<file path="src/rtl/tappu_pkg.sv">
// tappu_pkg: shared types, pin width and slice helper for the core mux.
//   state_t   switch-over sequencer states
//   PIN_W     width of one TinyTapeout pin group
//   slice8    picks core k's 8-bit lane from a packed per-core bus
package tappu_pkg;
   typedef enum logic [1:0] {INIT, RUN, QUIESCE, CORE_RST} state_t;
   localparam int PIN_W = 8;
   localparam int MAX_CORES = 16;
   localparam int MAX_BUS_W = MAX_CORES * PIN_W;
   function automatic logic [PIN_W-1:0] slice8(input logic [MAX_BUS_W-1:0] bus, input logic [3:0] k);
      logic [6:0] base;
      base = {k, 3'b000};
      return bus[base +: PIN_W];
   endfunction
endpackage

</file>
<file path="src/rtl/tappu_sync.sv">
// tappu_sync: multi-stage flop synchroniser with synchronous reset to 0.
//   clock, reset  clock and active-high synchronous reset
//   d             asynchronous input
//   q             output of the last stage
module tappu_sync #(
   parameter int W      = 1,
   parameter int STAGES = 2
) (
   input  logic         clock,
   input  logic         reset,
   input  logic [W-1:0] d,
   output logic [W-1:0] q
);
   logic [STAGES-1:0][W-1:0] ff;
   always_ff @(posedge clock) begin
      if (reset) ff <= '0;
      else ff <= {ff[STAGES-2:0], d};
   end
   assign q = ff[STAGES-1];
endmodule

</file>
<file path="src/rtl/tappu_core_mux.sv">
// tappu_core_mux: hosts NUM_CORES cores behind one pin set with a clean switch-over.
//   clock, reset                     clock and active-high synchronous reset
//   io_ui_in, io_uio_in              pin inputs, broadcast as core_ui_in / core_uio_in
//   sel_in                           asynchronous core select
//   io_uo_out, io_uio_out, io_uio_oe registered pin outputs of the active core
//   core_reset                       per-core reset, only the running core released
//   core_uo_out/uio_out/uio_oe       packed core outputs, core k at [8k+7:8k]
//   active_sel                       core currently owning the pins
//   busy                             high in INIT, QUIESCE and CORE_RST
module tappu_core_mux
   import tappu_pkg::*;
#(
   parameter int NUM_CORES     = 4,
   parameter int SEL_W         = 4,
   parameter int SYNC_STAGES   = 2,
   parameter int STABLE_CYCLES = 8,
   parameter int RST_CYCLES    = 4
) (
   input  logic                       clock,
   input  logic                       reset,
   input  logic [PIN_W-1:0]           io_ui_in,
   input  logic [PIN_W-1:0]           io_uio_in,
   input  logic [SEL_W-1:0]           sel_in,
   output logic [PIN_W-1:0]           io_uo_out,
   output logic [PIN_W-1:0]           io_uio_out,
   output logic [PIN_W-1:0]           io_uio_oe,
   output logic [PIN_W-1:0]           core_ui_in,
   output logic [PIN_W-1:0]           core_uio_in,
   output logic [NUM_CORES-1:0]       core_reset,
   input  logic [NUM_CORES*PIN_W-1:0] core_uo_out,
   input  logic [NUM_CORES*PIN_W-1:0] core_uio_out,
   input  logic [NUM_CORES*PIN_W-1:0] core_uio_oe,
   output logic [SEL_W-1:0]           active_sel,
   output logic                       busy
);
   localparam int STAB_W = $clog2(STABLE_CYCLES + 1);
   localparam int RCNT_W = $clog2(RST_CYCLES + 1);
   state_t state, state_nxt;
   logic [SEL_W-1:0] sel_sync, last_sel, pending_sel, active_nxt, pending_nxt;
   logic [STAB_W-1:0] stab_cnt, stab_nxt;
   logic [RCNT_W-1:0] rst_cnt, rst_nxt;
   logic act_ok, load;
   tappu_sync #(.W(SEL_W), .STAGES(SYNC_STAGES)) u_sync (
      .clock(clock),
      .reset(reset),
      .d(sel_in),
      .q(sel_sync)
   );
   assign core_ui_in  = io_ui_in;
   assign core_uio_in = io_uio_in;
   assign act_ok      = 32'(active_sel) < NUM_CORES;
   assign busy        = state != RUN;
   assign core_reset  = (state == RUN && act_ok) ? ~(NUM_CORES'(1) << active_sel) : '1;
   // Pins only carry core data while RUN continues, so the edge entering QUIESCE already clears them.
   assign load        = state == RUN && state_nxt == RUN && act_ok;
   always_comb begin
      state_nxt   = state;
      active_nxt  = active_sel;
      pending_nxt = pending_sel;
      stab_nxt    = '0;
      rst_nxt     = '0;
      case (state)
         INIT: begin
            // Track sel_sync through INIT so the synchroniser has flushed its reset zeros by RUN.
            active_nxt = sel_sync;
            rst_nxt    = rst_cnt + 1'b1;
            if (rst_cnt == RCNT_W'(RST_CYCLES - 1)) begin
               state_nxt = RUN;
               rst_nxt   = '0;
            end
         end
         RUN: begin
            // A fresh select value restarts the count at 1; matching the active core clears it.
            stab_nxt = (sel_sync == active_sel) ? '0 :
                       (sel_sync != last_sel) ? STAB_W'(1) : stab_cnt + 1'b1;
            if (stab_nxt == STAB_W'(STABLE_CYCLES)) begin
               state_nxt   = QUIESCE;
               pending_nxt = sel_sync;
               stab_nxt    = '0;
            end
         end
         QUIESCE: begin
            active_nxt = pending_sel;
            state_nxt  = CORE_RST;
         end
         CORE_RST: begin
            rst_nxt = rst_cnt + 1'b1;
            if (rst_cnt == RCNT_W'(RST_CYCLES - 1)) begin
               state_nxt = RUN;
               rst_nxt   = '0;
            end
         end
         default: state_nxt = INIT;
      endcase
   end
   always_ff @(posedge clock) begin
      if (reset) begin
         state       <= INIT;
         active_sel  <= '0;
         pending_sel <= '0;
         last_sel    <= '0;
         stab_cnt    <= '0;
         rst_cnt     <= '0;
         io_uo_out   <= '0;
         io_uio_out  <= '0;
         io_uio_oe   <= '0;
      end else begin
         state       <= state_nxt;
         active_sel  <= active_nxt;
         pending_sel <= pending_nxt;
         last_sel    <= sel_sync;
         stab_cnt    <= stab_nxt;
         rst_cnt     <= rst_nxt;
         io_uo_out   <= load ? slice8(MAX_BUS_W'(core_uo_out), 4'(active_sel)) : '0;
         io_uio_out  <= load ? slice8(MAX_BUS_W'(core_uio_out), 4'(active_sel)) : '0;
         io_uio_oe   <= load ? slice8(MAX_BUS_W'(core_uio_oe), 4'(active_sel)) : '0;
      end
   end
endmodule
</file>
<file path="config.mk">
export PLATFORM = sky130hd
export DESIGN_NAME = tappu_core_mux
export DESIGN_NICKNAME = d
export VERILOG_FILES = /design/src/rtl/tappu_pkg.sv /design/src/rtl/tappu_sync.sv /design/src/rtl/tappu_core_mux.sv
export SDC_FILE = /design/constraint.sdc
export NUM_CORES = 1
export LEC_CHECK = 0
export CORE_MARGIN = 2
export CORE_UTILIZATION = 41
export CTS_CLUSTER_SIZE = 30
export DETAILED_ROUTE_END_ITERATION = 8
export GPL_TIMING_DRIVEN = 0
export PLACE_DENSITY = 0.91
export SLEW_MARGIN = 0
export SYNTH_ARGS = -nofsm -noshare
export SYNTH_HDL_FRONTEND = slang
export SYNTH_SLANG_ARGS = --single-unit
</file>
<file path="constraint.sdc">
create_clock -name clock -period 3.8 [get_ports clock]
set_clock_uncertainty 0.1 [all_clocks]
set_input_delay 1.14 -clock clock [delete_from_list [all_inputs] [get_ports clock]]
set_output_delay 1.14 -clock clock [all_outputs]
set_load 0.01 [all_outputs]
</file>
* Yosys cells after proc, flatten, opt, wreduce, memory -nomap -nowiden
Index checks and enable logic that the tools add are counted.
** Storage, ports and cells
- Word-level logic and storage cells :: 48
- Flip-flop bits (word level) :: 53
- Output and inout bits :: 49
- Bits of input ports :: 118
** Operators by class
- Muxes and demuxes :: 7
- $add $sub $neg :: 2
- Order comparisons :: 1
- Equality and inequality tests :: 9
- Reduce and logical (&&, ||, !) cells :: 10
- Bitwise operators :: 4
- Shift-type cells :: 4
** Operator list (count)
- indexed part select 128 x 8 -> 8 bit :: 3
- two-way mux 4 bit :: 3
- one-hot mux 4 bit (2 select lines) :: 1
- one-hot mux 2 bit (3 select lines) :: 1
- OR reduction 3 bit :: 2
- adder 4 x 1 -> 4 bit, second input constant :: 1
- equality test 2 x 1 -> 1 bit, second input constant :: 2
- equality test 2 bit, second input constant :: 2
- equality test 4 bit :: 1
- equality test 4 bit, second input constant :: 1
- less-than comparator 4 x 3 -> 1 bit, second input constant :: 1
- two-way mux 2 bit :: 2
- != test 4 bit :: 1
- NOT 4 bit :: 1
- OR reduction 2 bit :: 2
- << shifter 1 x 4 -> 4 bit, first input constant :: 1
- adder 3 x 1 -> 3 bit, second input constant :: 1
- equality test 3 x 2 -> 1 bit, second input constant :: 1
- logical AND 1 bit :: 3
- NOT 1 bit :: 3
- zero test 2 bit :: 1
- != test 2 x 1 -> 1 bit, second input constant :: 1
- AND reduction 2 bit :: 1
- nonzero test 2 bit :: 1

* Depth between registers and ports, before layout
- Word-level depth :: 11
- Mapped depth :: 8
- Gate-level depth less buffers :: 6

* By module
From an unflattened synthesis, not the netlist that was laid out.
** Unflattened totals
- Cell total of the unflattened synthesis :: 231
- Area total of the unflattened synthesis :: 2796.4 µm²
** By module, submodules not included
- tappu_core_mux :: cells each 211, seq. area each 900.9 µm², area each 2556.2 µm², instances 1
- tappu_sync :: cells each 20, seq. area each 160.2 µm², area each 240.2 µm², instances 1

* Worst setup path before layout
No wires, ideal clock.
- Path type :: register to output
- From :: register active_sel[1]
- To :: output port core_reset[0]
- Stages on the path, launching flop included :: 4
- Path slack :: 1.212 ns
- Required time :: 2.560 ns
- Path buffers :: 2
- Data arrival time :: 1.348 ns
- Cell sequence :: dfxtp_1 buf_1 buf_1 or4_1
** Between the ends
- Cells in the longest elaborated chain, start to end :: 3
- Elaborated cells on any way between the ends :: 5
- Those cells by class :: order compare: 1; shift: 1; mux: 1; bitwise: 1; reduce/logical: 1
** Ends and longest elaborated chain
- from (decl) :: line tappu_core_mux.sv:33 : output logic [SEL_W-1:0] active_sel,
- from (signal assigned) :: line tappu_core_mux.sv:109 : active_sel <= active_nxt;
- less-than comparator 4 x 3 -> 1 bit / << shifter 1 x 4 -> 4 bit (equally long branches) :: line tappu_core_mux.sv:51, tappu_core_mux.sv:53
- logical AND 1 bit / NOT 4 bit (equally long branches) :: line tappu_core_mux.sv:53 : assign core_reset = (state == RUN && act_ok) ? ~(NUM_CORES'(1) << active_sel) : '1;
- two-way mux 4 bit * :: line tappu_core_mux.sv:53
- to (decl) :: line tappu_core_mux.sv:29 : output logic [NUM_CORES-1:0] core_reset,
Every way passes the cells marked *; elsewhere a longest branch is shown, timed or not.

* Worst setup path after layout
- From :: register active_sel[1]
- To :: output port core_reset[1]
The elaborated chain is that of the path after synthesis.

==> reports/qor_table.md <==
| Quantity | Value | Unit |
| --- | --- | --- |
| Number of failing hold endpoints at the final stage | 0 | - |
| Total Nets Final | 517 | - |
| Residual DRC count | 0 | - |
| Yosys Warn Count | 0 | - |
| Die width | 87.4 | um |
| Global-route track usage on met1 | 22.2 | % |
| Critical path arrival | 2.31 | ns |
| Gate Count Post-Synth | 236 | - |
| Final HPWL DP | 6610 | um |
| CTS H-tree depth | 2 | - |
| Final critical-path required period | 3.55 | ns |
| Worst hold path depth | 1 | - |
| Post-CTS setup buffer count | 0 | - |
| Sequential Area | 1060 | um2 |
| Die outline area | 7640 | um2 |
| Yosys cell types | 44 | - |
| Leakage | 0.00164 | uW |
| Global route overflow | 0 | - |
| Worst relative slew slack | 56.4 | % |
| Slowest stage delay, CP | 0.54 | ns |
| Ratio of routed vias to standard cells | 5.21 | - |
| Slew at the pin closest to its max-slew limit | 0.654 | ns |
| Period utilisation layout | 93.4 | % |
| Total via count after detailed routing | 2463 | - |
| Fraction of met2 tracks used by global routing | 37.1 | % |
| Synth Cell Area | 2850 | um2 |
| Summed negative setup slack over all endpoints | 0 | ns |
| Source of the worst register-to-register timing path | state[1] | - |
| Wire length reported by the detailed router | 8070 | um |
| WS Path Type | register to primary output | - |
| Worst path buffer plus inverter count | 3 | - |
| Global routing's busiest layer | met2 | - |
| Area growth, synth to finish | 59.3 | % |
| Class of the worst hold path | register to register | - |
| Clock input transition at the sequential cells of the worst setup and hold paths | 0.09 | ns |
| Average cell area after synthesis | 12.1 | um2 |
| Filler instances | 526 | - |
| Die Height | 87.4 | um |
| Startpoint of the lowest-slack hold path | u_sync.ff[1] | - |
| Number of buffers added on ports | 149 | - |
| CTS-repair resized insts | 0 | - |
| Final RePlAce weighted congestion | 0.846 | - |
| Minimum setup slack among reg-to-reg paths | 1.42 | ns |
| Buffer levels on the longest clock path | 2 | - |
| Average detailed-routed wire length per instance | 17.1 | um |
| Combined area of the multi-input logic cells | 1570 | um2 |
| Top Ports | 167 | - |
| Startpoint of the worst setup timing path | active_sel[1] | - |
| Root Driver | clkbuf_8 | - |
| Std-Cell Rows | 30 | - |
| Max-cap violation count | 0 | - |
| Number of global-route vias before repair | 2604 | - |
| Share of post-route cells with drive strength above 1 | 21.1 | % |
| Final setup vio count | 0 | - |
| R2r endpoint | io_uo_out[1] | - |
| Clock tree from TritonCTS | done | - |
| Total number of clock tree sinks | 53 | - |
| Path depth of the worst reg2reg path | 7 | - |
| Core area | 6760 | um2 |
| Share of the yosys chip area belonging to registers | 37.2 | % |
| DRT antenna net count | 0 | - |
| Synthesized net count | 361 | - |
| Met3 track demand over resource in global routing | 5.21 | % |
| CP Launch Type | register | - |
| Wire length of the first global-routing pass | 11900 | um |
| Setup repair after global routing missed its margin | no | - |
| Number of storage elements in the synthesis netlist | 53 | - |
| Count of antenna diodes in the layout | 0 | - |
| Power per Cell Area | 331 | nW/um2 |
| Worst path top cell family by delay | buffers and inverters | - |
| Required time of the critical path | 2.56 | ns |
| Clock network latency to the later pin of the worst-skew pair | 0.31 | ns |
| Pin count of the biggest net entering global routing | 18 | - |
| Count of pins over their slew limit | 0 | - |
| Ordered cell list for the critical path | buf_1 -> clkbuf_2 -> nand3b_1 -> clkdlybuf4s50_1 | - |
| Hold Path Sink | u_sync.q[1] | - |
| Maximum frequency from static timing analysis | 282 | MHz |
| Initial core utilization | 42.2 | % |
| CP max-delay cell | clkdlybuf4s50_1 | - |
| Pre-Repair DR Iteration Count | 4 | - |
| Worst setup EP type | primary output | - |
| Number of buffers inserted for hold repair after clock tree synthesis | 0 | - |
| Maximum fanout along the worst path | 10 | - |
| Antenna violations before repair | 0 | - |
| Number of buffers inserted during clock tree synthesis | 5 | - |
| Run status | finished, final reports clean | - |
| Maximum vdd drop | 0.195 | mV |
| Global router's overall resource usage | 20.0 | % |
| Initial detailed-routing violation count | 102 | - |
| Final hold slack | 0.346 | ns |
## cell usage in the layout (no fill, tap or decap), types with 3 or more instances in the layout
cell type        instances
a21oi_1                  8
buf_2                    3
buf_4                   18
clkbuf_1                 5
clkbuf_8                 6
clkdlybuf4s50_1        149
dfxtp_1                 53
ha_1                     7
inv_1                    6
mux2i_1                  4
mux4_2                  24
nand4_1                  5
nor2_1                  13
nor2b_1                 14
nor3_1                   3
nor3b_1                  5
nor3b_2                 20
o31ai_1                  5
xnor2_1                  5
xor2_2                   3
## cell families (layout without fill, tap and decap cells)
| logic type | after synthesis | in the layout | share of synthesized area [%] |
|---|---|---|---|
| flops | 53 | 53 | 37.2 |
| mux | 28 | 28 | 20.4 |
| simple gates | 79 | 79 | 22.2 |
| xor+xnor | 10 | 10 | 3.86 |
| fa+ha+maj | 7 | 7 | 3.07 |
| compound gates | 22 | 22 | 5.44 |
| buf+inv | 37 | 194 | 7.89 |
## flip-flops by register name, indices dropped and copies added, names as in the netlist
name	count
pending_sel	4
io_uo_out	8
state	2
io_uio_out	8
last_sel	4
u_sync.q	4
io_uio_oe	8
active_sel	4
u_sync.ff	4
stab_cnt	4
rst_cnt	3
## layout make-up
cell class	instances	share of cell area, %
well taps	80	2.20
multi-input cells	146	34.5
inverters	6	0.495
clock buffers	6	1.82
plain buffers	31	4.49
clock inverters	2	0.385
flip-flops and latches	53	23.3
repair buffers	149	32.8
## worst register-to-register path: cells and delay by family (launching register included)
| kind | cells | cell delay (ns) |
|---|---|---|
| AOI/OAI and AO/OA | 3 | 0.90 |
| buffers and inverters | 2 | 0.45 |
| DFF | 1 | 0.40 |
| adders and majority gates | 1 | 0.27 |
| and+or+nand+nor | 1 | 0.19 |
## power breakdown
group / switching [uW] / leakage [uW] / internal [uW] / total (uW)
combinational: 229 / 0.00116 / 318 / 547
clock: 187 / 0.0000518 / 152 / 339
sequential: 27.6 / 0.000430 / 591 / 619
## per-layer routing
layer / vias up / share of wire [%]
met5: - / 0
met4: 0 / 1.8
met3: 13 / 7.9
met2: 120 / 53
met1: 1165 / 38
li1: 1165 / -
## synth_stat cells (all sizes together)
master	count	area, um2
o41ai	1	16.3
inv	6	22.5
and4	1	8.76
o2111ai	1	8.76
nor4	3	25.0
nand2b	1	6.26
and4b	2	20.0
and3b	1	8.76
nand3	2	10.0
dfxtp	53	1060
clkbuf	5	18.8
nand3b	2	15.0
nand4	5	31.3
a221oi	1	8.76
o31a	1	8.76
a31oi	1	6.26
mux4	24	541
a21oi	8	40.0
buf	26	184
a2111oi	1	8.76
nor3	3	15.0
ha	7	87.6
nor3b	25	288
mux2i	4	40.0
xor2	5	66.3
o31ai	5	37.5
or4	3	26.3
nor2	13	48.8
o21ai	1	5.00
xnor2	5	43.8
a21o	1	7.51
nand2	1	3.75
o21bai	1	7.51
or3	1	6.26
nor4b	2	32.5
nor2b	14	87.6
## metrics by stage
stage / worst slack (ns) / std cells / total power [uW] / utilization (%) / cell area (um2)
after global routing: 0.151 / 473 / 1580 / 67.3 / 4550
after global placement: 0.508 / 465 / 1150 / 65.8 / 4440
after CTS: 0.126 / 473 / 1510 / 67.3 / 4540
after detailed placement: 0.471 / 465 / 1180 / 65.8 / 4440
final: 0.253 / 473 / 1500 / 67.3 / 4550
after floorplan: 1.21 / 236 / 938 / - / 2850
## worst max path at each step
stage                         end  slack (ns)  cells after the start
detailed placement  core_reset[1]        0.47                      4
global route        core_reset[1]        0.15                      4
global placement    core_reset[1]        0.51                      4
CTS                 core_reset[1]        0.13                      4
floorplan           core_reset[0]        1.21                      3
finish              core_reset[1]        0.25                      4
Power figures use the tool's default switching activity.
